===== src/rtl/regfile_fwd_n_pkg.sv =====
// Shared definitions for the forwarding register file.
// Holds default widths, the zero-register address, the write-enable level and the enum that
// names which forward source a read port selects.
package regfile_fwd_n_pkg;

  localparam int unsigned DEF_DATA_W = 32;
  localparam int unsigned DEF_ADDR_W = 5;
  localparam int unsigned DEF_NUM_RD = 2;

  localparam int unsigned ZERO_REG     = 0;
  localparam logic        WRITE_ENABLE = 1'b1;

  // Read-port source select, in priority order (youngest producer first).
  typedef enum logic [2:0] {
    SrcZero,
    SrcEx,
    SrcMem,
    SrcWb,
    SrcArr
  } fwd_src_e;

endpackage


===== src/rtl/regfile_fwd_n_if.sv =====
// Bus between the pipeline (master) and the register file (slave).
// Carries read addresses/data/stall, EX/MEM/WB forward sources, the WB write port and the
// debug read port. Read port k uses rd_addr_i[k*ADDR_W +: ADDR_W], rd_data_o[k*DATA_W +: DATA_W].
interface regfile_fwd_n_if
  import regfile_fwd_n_pkg::*;
#(
  parameter int unsigned DATA_W = DEF_DATA_W,
  parameter int unsigned ADDR_W = DEF_ADDR_W,
  parameter int unsigned NUM_RD = DEF_NUM_RD
);

  logic [NUM_RD*ADDR_W-1:0] rd_addr_i;
  logic [NUM_RD*DATA_W-1:0] rd_data_o;
  logic                     rd_stall_o;

  logic                     ex_w_e_i;
  logic [ADDR_W-1:0]        ex_w_addr_i;
  logic [DATA_W-1:0]        ex_w_data_i;
  logic                     ex_is_load_i;

  logic                     mem_w_e_i;
  logic [ADDR_W-1:0]        mem_w_addr_i;
  logic [DATA_W-1:0]        mem_w_data_i;
  logic                     mem_valid_i;

  logic                     wb_w_e_i;
  logic [ADDR_W-1:0]        wb_w_addr_i;
  logic [DATA_W-1:0]        wb_w_data_i;

  logic [ADDR_W-1:0]        dbg_addr_i;
  logic [DATA_W-1:0]        dbg_data_o;

  modport master (
    output rd_addr_i,
    input  rd_data_o, rd_stall_o,
    output ex_w_e_i, ex_w_addr_i, ex_w_data_i, ex_is_load_i,
    output mem_w_e_i, mem_w_addr_i, mem_w_data_i, mem_valid_i,
    output wb_w_e_i, wb_w_addr_i, wb_w_data_i,
    output dbg_addr_i,
    input  dbg_data_o
  );

  modport slave (
    input  rd_addr_i,
    output rd_data_o, rd_stall_o,
    input  ex_w_e_i, ex_w_addr_i, ex_w_data_i, ex_is_load_i,
    input  mem_w_e_i, mem_w_addr_i, mem_w_data_i, mem_valid_i,
    input  wb_w_e_i, wb_w_addr_i, wb_w_data_i,
    input  dbg_addr_i,
    output dbg_data_o
  );

endinterface


===== src/rtl/regfile_fwd_port.sv =====
// One combinational read port with EX/MEM/WB forwarding and load-use stall.
// Ports: rd_addr_i (read address), arr_data_i (array entry at rd_addr_i), ex_/mem_/wb_ forward
// sources, rd_data_o (selected data), rd_stall_o (selected source has no valid data yet).
module regfile_fwd_port
  import regfile_fwd_n_pkg::*;
#(
  parameter int unsigned DATA_W = DEF_DATA_W,
  parameter int unsigned ADDR_W = DEF_ADDR_W
) (
  input  logic [ADDR_W-1:0] rd_addr_i,
  input  logic [DATA_W-1:0] arr_data_i,
  input  logic              ex_w_e_i,
  input  logic [ADDR_W-1:0] ex_w_addr_i,
  input  logic [DATA_W-1:0] ex_w_data_i,
  input  logic              ex_is_load_i,
  input  logic              mem_w_e_i,
  input  logic [ADDR_W-1:0] mem_w_addr_i,
  input  logic [DATA_W-1:0] mem_w_data_i,
  input  logic              mem_valid_i,
  input  logic              wb_w_e_i,
  input  logic [ADDR_W-1:0] wb_w_addr_i,
  input  logic [DATA_W-1:0] wb_w_data_i,
  output logic [DATA_W-1:0] rd_data_o,
  output logic              rd_stall_o
);

  fwd_src_e src;

  // Youngest matching producer wins, even if it cannot deliver data yet (it then stalls).
  always_comb begin
    src = SrcArr;
    if (rd_addr_i == ADDR_W'(ZERO_REG)) begin
      src = SrcZero;
    end else if (ex_w_e_i == WRITE_ENABLE && ex_w_addr_i == rd_addr_i) begin
      src = SrcEx;
    end else if (mem_w_e_i == WRITE_ENABLE && mem_w_addr_i == rd_addr_i) begin
      src = SrcMem;
    end else if (wb_w_e_i == WRITE_ENABLE && wb_w_addr_i == rd_addr_i) begin
      src = SrcWb;
    end
  end

  always_comb begin
    rd_data_o  = '0;
    rd_stall_o = 1'b0;
    case (src)
      SrcEx: begin
        rd_data_o  = ex_w_data_i;
        rd_stall_o = ex_is_load_i;
      end
      SrcMem: begin
        rd_data_o  = mem_w_data_i;
        rd_stall_o = ~mem_valid_i;
      end
      SrcWb:   rd_data_o = wb_w_data_i;
      SrcArr:  rd_data_o = arr_data_i;
      default: rd_data_o = '0;
    endcase
  end

endmodule


===== src/rtl/regfile_fwd_n.sv =====
// Integer register file for the 5-stage pipe.
// Ports: clk_100MHz (clock), arst_n (async active-low reset), rf (slave side of
// regfile_fwd_n_if: NUM_RD forwarding read ports, stall, WB write port, registered debug read).
// Entry 0 reads as zero; writes to it are dropped so its flop never leaves reset.
module regfile_fwd_n
  import regfile_fwd_n_pkg::*;
#(
  parameter int unsigned DATA_W = DEF_DATA_W,
  parameter int unsigned ADDR_W = DEF_ADDR_W,
  parameter int unsigned NUM_RD = DEF_NUM_RD
) (
  input  logic           clk_100MHz,
  input  logic           arst_n,
  regfile_fwd_n_if.slave rf
);

  localparam int unsigned Depth = 2 ** ADDR_W;

  logic [DATA_W-1:0]        mem_q [Depth];
  logic [DATA_W-1:0]        dbg_q;
  logic [NUM_RD*DATA_W-1:0] port_data;
  logic [NUM_RD-1:0]        port_stall;

  always_ff @(posedge clk_100MHz or negedge arst_n) begin
    if (!arst_n) begin
      for (int unsigned i = 0; i < Depth; i++) begin
        mem_q[i] <= '0;
      end
      dbg_q <= '0;
    end else begin
      if (rf.wb_w_e_i == WRITE_ENABLE && rf.wb_w_addr_i != ADDR_W'(ZERO_REG)) begin
        mem_q[rf.wb_w_addr_i] <= rf.wb_w_data_i;
      end
      // Reads the pre-write array: no bypass on the debug path.
      dbg_q <= mem_q[rf.dbg_addr_i];
    end
  end

  for (genvar k = 0; k < NUM_RD; k++) begin : g_port
    regfile_fwd_port #(
      .DATA_W (DATA_W),
      .ADDR_W (ADDR_W)
    ) u_port (
      .rd_addr_i    (rf.rd_addr_i[k*ADDR_W +: ADDR_W]),
      .arr_data_i   (mem_q[rf.rd_addr_i[k*ADDR_W +: ADDR_W]]),
      .ex_w_e_i     (rf.ex_w_e_i),
      .ex_w_addr_i  (rf.ex_w_addr_i),
      .ex_w_data_i  (rf.ex_w_data_i),
      .ex_is_load_i (rf.ex_is_load_i),
      .mem_w_e_i    (rf.mem_w_e_i),
      .mem_w_addr_i (rf.mem_w_addr_i),
      .mem_w_data_i (rf.mem_w_data_i),
      .mem_valid_i  (rf.mem_valid_i),
      .wb_w_e_i     (rf.wb_w_e_i),
      .wb_w_addr_i  (rf.wb_w_addr_i),
      .wb_w_data_i  (rf.wb_w_data_i),
      .rd_data_o    (port_data[k*DATA_W +: DATA_W]),
      .rd_stall_o   (port_stall[k])
    );
  end

  // Forward paths bypass the array, so reset must also mask the combinational outputs.
  assign rf.rd_data_o  = arst_n ? port_data : '0;
  assign rf.rd_stall_o = arst_n & (|port_stall);
  assign rf.dbg_data_o = dbg_q;

endmodule

===== src/flat_wrapper.sv =====
// flat-port wrapper written by rule: the top's interface ports become plain ports
module regfile_fwd_n_flat import regfile_fwd_n_pkg::*;
#(
  parameter int unsigned DATA_W = DEF_DATA_W,
  parameter int unsigned ADDR_W = DEF_ADDR_W,
  parameter int unsigned NUM_RD = DEF_NUM_RD
)
  (clk_100MHz, arst_n, rf_rd_addr_i, rf_rd_data_o, rf_rd_stall_o, rf_ex_w_e_i, rf_ex_w_addr_i, rf_ex_w_data_i, rf_ex_is_load_i, rf_mem_w_e_i, rf_mem_w_addr_i, rf_mem_w_data_i, rf_mem_valid_i, rf_wb_w_e_i, rf_wb_w_addr_i, rf_wb_w_data_i, rf_dbg_addr_i, rf_dbg_data_o);
  regfile_fwd_n_if #(.DATA_W(DATA_W), .ADDR_W(ADDR_W), .NUM_RD(NUM_RD)) rf_i ();
  input  logic clk_100MHz;
  input  logic arst_n;
  input wire logic [$bits(rf_i.rd_addr_i)-1:0] rf_rd_addr_i;
  output wire logic [$bits(rf_i.rd_data_o)-1:0] rf_rd_data_o;
  output wire logic [$bits(rf_i.rd_stall_o)-1:0] rf_rd_stall_o;
  input wire logic [$bits(rf_i.ex_w_e_i)-1:0] rf_ex_w_e_i;
  input wire logic [$bits(rf_i.ex_w_addr_i)-1:0] rf_ex_w_addr_i;
  input wire logic [$bits(rf_i.ex_w_data_i)-1:0] rf_ex_w_data_i;
  input wire logic [$bits(rf_i.ex_is_load_i)-1:0] rf_ex_is_load_i;
  input wire logic [$bits(rf_i.mem_w_e_i)-1:0] rf_mem_w_e_i;
  input wire logic [$bits(rf_i.mem_w_addr_i)-1:0] rf_mem_w_addr_i;
  input wire logic [$bits(rf_i.mem_w_data_i)-1:0] rf_mem_w_data_i;
  input wire logic [$bits(rf_i.mem_valid_i)-1:0] rf_mem_valid_i;
  input wire logic [$bits(rf_i.wb_w_e_i)-1:0] rf_wb_w_e_i;
  input wire logic [$bits(rf_i.wb_w_addr_i)-1:0] rf_wb_w_addr_i;
  input wire logic [$bits(rf_i.wb_w_data_i)-1:0] rf_wb_w_data_i;
  input wire logic [$bits(rf_i.dbg_addr_i)-1:0] rf_dbg_addr_i;
  output wire logic [$bits(rf_i.dbg_data_o)-1:0] rf_dbg_data_o;
  assign rf_i.rd_addr_i = rf_rd_addr_i;
  assign rf_rd_data_o = rf_i.rd_data_o;
  assign rf_rd_stall_o = rf_i.rd_stall_o;
  assign rf_i.ex_w_e_i = rf_ex_w_e_i;
  assign rf_i.ex_w_addr_i = rf_ex_w_addr_i;
  assign rf_i.ex_w_data_i = rf_ex_w_data_i;
  assign rf_i.ex_is_load_i = rf_ex_is_load_i;
  assign rf_i.mem_w_e_i = rf_mem_w_e_i;
  assign rf_i.mem_w_addr_i = rf_mem_w_addr_i;
  assign rf_i.mem_w_data_i = rf_mem_w_data_i;
  assign rf_i.mem_valid_i = rf_mem_valid_i;
  assign rf_i.wb_w_e_i = rf_wb_w_e_i;
  assign rf_i.wb_w_addr_i = rf_wb_w_addr_i;
  assign rf_i.wb_w_data_i = rf_wb_w_data_i;
  assign rf_i.dbg_addr_i = rf_dbg_addr_i;
  assign rf_dbg_data_o = rf_i.dbg_data_o;
  regfile_fwd_n #(.DATA_W(DATA_W), .ADDR_W(ADDR_W), .NUM_RD(NUM_RD)) u_core (.clk_100MHz(clk_100MHz), .arst_n(arst_n), .rf(rf_i));
endmodule

===== config.mk =====
export PLATFORM = sky130hd
export DESIGN_NAME = regfile_fwd_n_flat
export DESIGN_NICKNAME = d
export VERILOG_FILES = /design/src/rtl/regfile_fwd_n_pkg.sv /design/src/rtl/regfile_fwd_n_if.sv /design/src/rtl/regfile_fwd_port.sv /design/src/rtl/regfile_fwd_n.sv /design/src/flat_wrapper.sv
export SDC_FILE = /design/constraint.sdc
export NUM_CORES = 2
export LEC_CHECK = 0
export CAP_MARGIN = 20
export CORE_UTILIZATION = 51
export CTS_CLUSTER_DIAMETER = 120
export DETAILED_ROUTE_END_ITERATION = 6
export HOLD_SLACK_MARGIN = 0.1
export PLACE_DENSITY = 0.68
export RECOVER_POWER = 50
export SKIP_CTS_REPAIR_TIMING = 1
export SYNTH_ARGS = -nofsm -noshare
export SYNTH_HDL_FRONTEND = slang
export SYNTH_HIERARCHICAL = 1
export SYNTH_SLANG_ARGS = --single-unit

===== constraint.sdc =====
create_clock -name clk_100MHz -period 3.3 [get_ports clk_100MHz]
set_input_delay 0.66 -clock clk_100MHz [delete_from_list [all_inputs] [get_ports clk_100MHz]]
set_output_delay 0.66 -clock clk_100MHz [all_outputs]
set_load 0.005 [all_outputs]

==> flow_summary_export.csv <==
group,metric,value,unit
status,status,"finished with violations",
status,violations,"max-capacitance violations, max-slew violations, negative setup slack",
synthesis,syn_area_per_cell,10.9,um^2
synthesis,synthArstFlopShare,100,%
placement,hpwl,174,mm
floorplanning,die_h,370,um
routing,viasPerCell,6.83,
sta,setup_viol,64,
critical_path,reg2reg_to,"u_core/rf.dbg_data_o[19]",
grt,grt_max_degree,142,
critical_path,start_kind,"input port",
grt,antenna_found_initial,7,
critical_path,critPathLaunch,"rf_rd_addr_i[4]",
grt,grt-ovfl-total,0,
final_layout,final_cell_mix,"mux2i_1, dfrtp_1, mux2_2",
grt,grt_pass1_vias,57000,
synthesis,synth-main-ff-cell,"dfrtp_1",
placement,place_ws,-1190,ps
final_layout,finalNetCount,7056,
final_layout,multi_input_area,40600,um^2
sta,period_minus_slack,3720,ps
routing,totalWireLength,286,mm
floorplanning,fp.dieW,370,um
final_layout,area_growth_syn_to_layout,25.0,%
sta,hold_ws,367,ps
final_layout,nFillCells,10300,
placement,port_buffers,229,
power_and_ir_drop,ir_drop,0.444,mV
critical_path,path_class,"input port to output pin",
critical_path,crit_path_end,"rf_rd_data_o[23]",
grt,grt_usage,38.7,%
floorplanning,std_cell_rows,134,
routing,dr.first_iter.drc_count,7982,
sta,hold_viol_final,0,
routing,wire_per_inst,32.5,um
critical_path,reg2reg_slack,1710,ps
critical_path,worstPathCellList,"buf_8, buf_12, buf_8, or4_4, nor2_4, buf_6, o21bai_4, or3_4, buf_12, buf_12, clkbuf_16, buf_4, o221ai_2, and2_1, clkbuf_2",
routing,drc_errors,0,
clocking,clk_pin_slew,50,ps
critical_path,worst_setup_path_end_kind,"output pin",
sta,rsz0062_at_grt,"true",
routing,first_pass_iters,6,
synthesis,synthesis.area,69200,um^2
clocking,cts_buffers,119,
sta,tightest_slew,1950,ps
critical_path,path_buf_inv,9,
final_layout,fin_util,64.5,%
min_path,hp-class,"input port to asynchronous set/reset pin",
critical_path,cp_slowest_stage_delay,540,ps
final_layout,drive_above_1_share,34.3,%
floorplanning,die_area,137000,um^2
routing,ant_nets,0,
sta,worst_slack,-416,ps
sta,slew_viol_final,400,
critical_path,r2r-start,"u_core/mem_q[947]",
floorplanning,core-area,134000,um^2
critical_path,path_depth,15,
critical_path,crit_arrival,3060,ps
sta,setup-tns-final,-13890,ps
clocking,clock_path_buffers,3,
clocking,clock-sinks,1056,
sta,finalCritPeriodShare,113,%
floorplanning,start_util,51.6,%
synthesis,seq_area_frac_synth,38.2,%
clocking,htreeDepth,3,
critical_path,cpMostUsedCell,"buf_12",
synthesis,syn_inst,6355,
sta,finClkSkew,24.9,ps
sta,fmax,0.269,GHz
clocking,cts_root_buffer,"clkbuf_16",
clocking,clock_latency,760,ps
sta,slew_headroom,-29.8,%
power_and_ir_drop,leakage,40.3,nW
synthesis,synth-seq-cells,1056,
critical_path,reg2reg_depth,5,
routing,dr_total_vias,60000,
final_layout,final_common_cell,"mux2i_1",
critical_path,crit_slowest_cell,"or4_4",
synthesis,synth_cell_types,39,
power_and_ir_drop,p_total,43.7,mW
final_layout,seqCellArea,26400,um^2
synthesis,yosysWarningCount,6,
power_and_ir_drop,power_density,505,nW/um^2
floorplanning,io_pins,230,
synthesis,synth_enable_flop_cells,0,
critical_path,critPathTopFamily,"buffers and inverters",
critical_path,path_max_fanout,5,
job,maxCapViolCount,7,
placement,gp_congestion,0.973,
clocking,cts_tree,"yes",
grt,grt_pass1_wl,391,mm
critical_path,cp.required,2640,ps
synthesis,synthesis.nets,6488,
==> synth_stat cells (6+ instances only) <==
cell         n  area [um^2]
nand2b_1     6         37.5
buf_6       53          597
o221ai_2    60          901
dfrtp_1   1056        26400
buf_1       40          150
buf_2      172          861
a21oi_1    290         1450
inv_1       66          248
a31oi_1     96          601
and2_1      67          419
nor2b_1      6         37.5
clkbuf_1   302         1130
mux2i_1   1600        16000
a22o_1     192         1680
mux2_2     955        10800
buf_4       83          623
xnor2_1     30          263
nor2_1      72          270
mux2_1      37          417
nor2_4      16          180
a22oi_1    288         2160
nand2_1    379         1420
nand3_1    352         1760
nor3_1     101          505
==> registers in the layout, indices dropped and copies added (netlist names) <==
name and flops:
u_core/rf.dbg_data_o 32, u_core/mem_q 1024
==> power by group <==
part           internal [mW]  leakage, nW  switching, mW
Combinational           6.00         24.8           5.69
Clock                   8.27         2.02           5.76
Sequential              15.4         13.5           2.54
==> routing by layer <==
layer	up-vias	wire, um	GRT usage (%)
met5	-	95	0
met4	14	20400	23.4
met3	1053	37700	11.5
met2	4154	119000	55.5
met1	30100	108000	51.2
li1	24700	-	-
==> cell families after synthesis <==
group           Yosys count  synth area share, %
xor+xnor                 30                0.380
compound gates          933                 9.93
simple gates           1028                 7.03
buf+inv                 716                 5.22
flops                  1056                 38.2
mux                    2592                 39.3
==> worst register-to-register path: stages, from the launching register on <==
cell and delay [ps]:
dfrtp_1 400, mux2i_1 110, a22o_1 250, nor3_1 370, a31oi_1 90, nand3_1 240
==> cell type report <==
class | count | share of cell area (%)
inverters | 66 | 0.301
repair buffers | 1096 | 14.9
multi-input cells | 4584 | 46.9
clock buffers | 177 | 4.11
clock inverters | 40 | 0.645
flip-flops and latches | 1056 | 30.5
well taps | 1768 | 2.56
diodes | 2 | 0.00579
==> how the worst min path moves through the flow <==
stage	start	cells after the start	slack, ps	endpoint
global route	arst_n	2	370	u_core/rf.dbg_data_o[25]
CTS	arst_n	1	-260	u_core/rf.dbg_data_o[25]
detailed placement	u_core/mem_q[999]	0	410	u_core/mem_q[999]
floorplan	arst_n	0	360	u_core/mem_q[0]
finish	arst_n	2	370	u_core/rf.dbg_data_o[25]
global placement	u_core/mem_q[1008]	0	400	u_core/mem_q[1008]
==> stage by stage <==
stage                     instances  cell area [um^2]
after floorplan                6355             69200
after global placement         8315             77900
after detailed placement       8316             78000
after CTS                      8533             82100
after global routing           8787             86500
final                          8789             86500
Note: power is estimated with default switching activity, not from simulation.
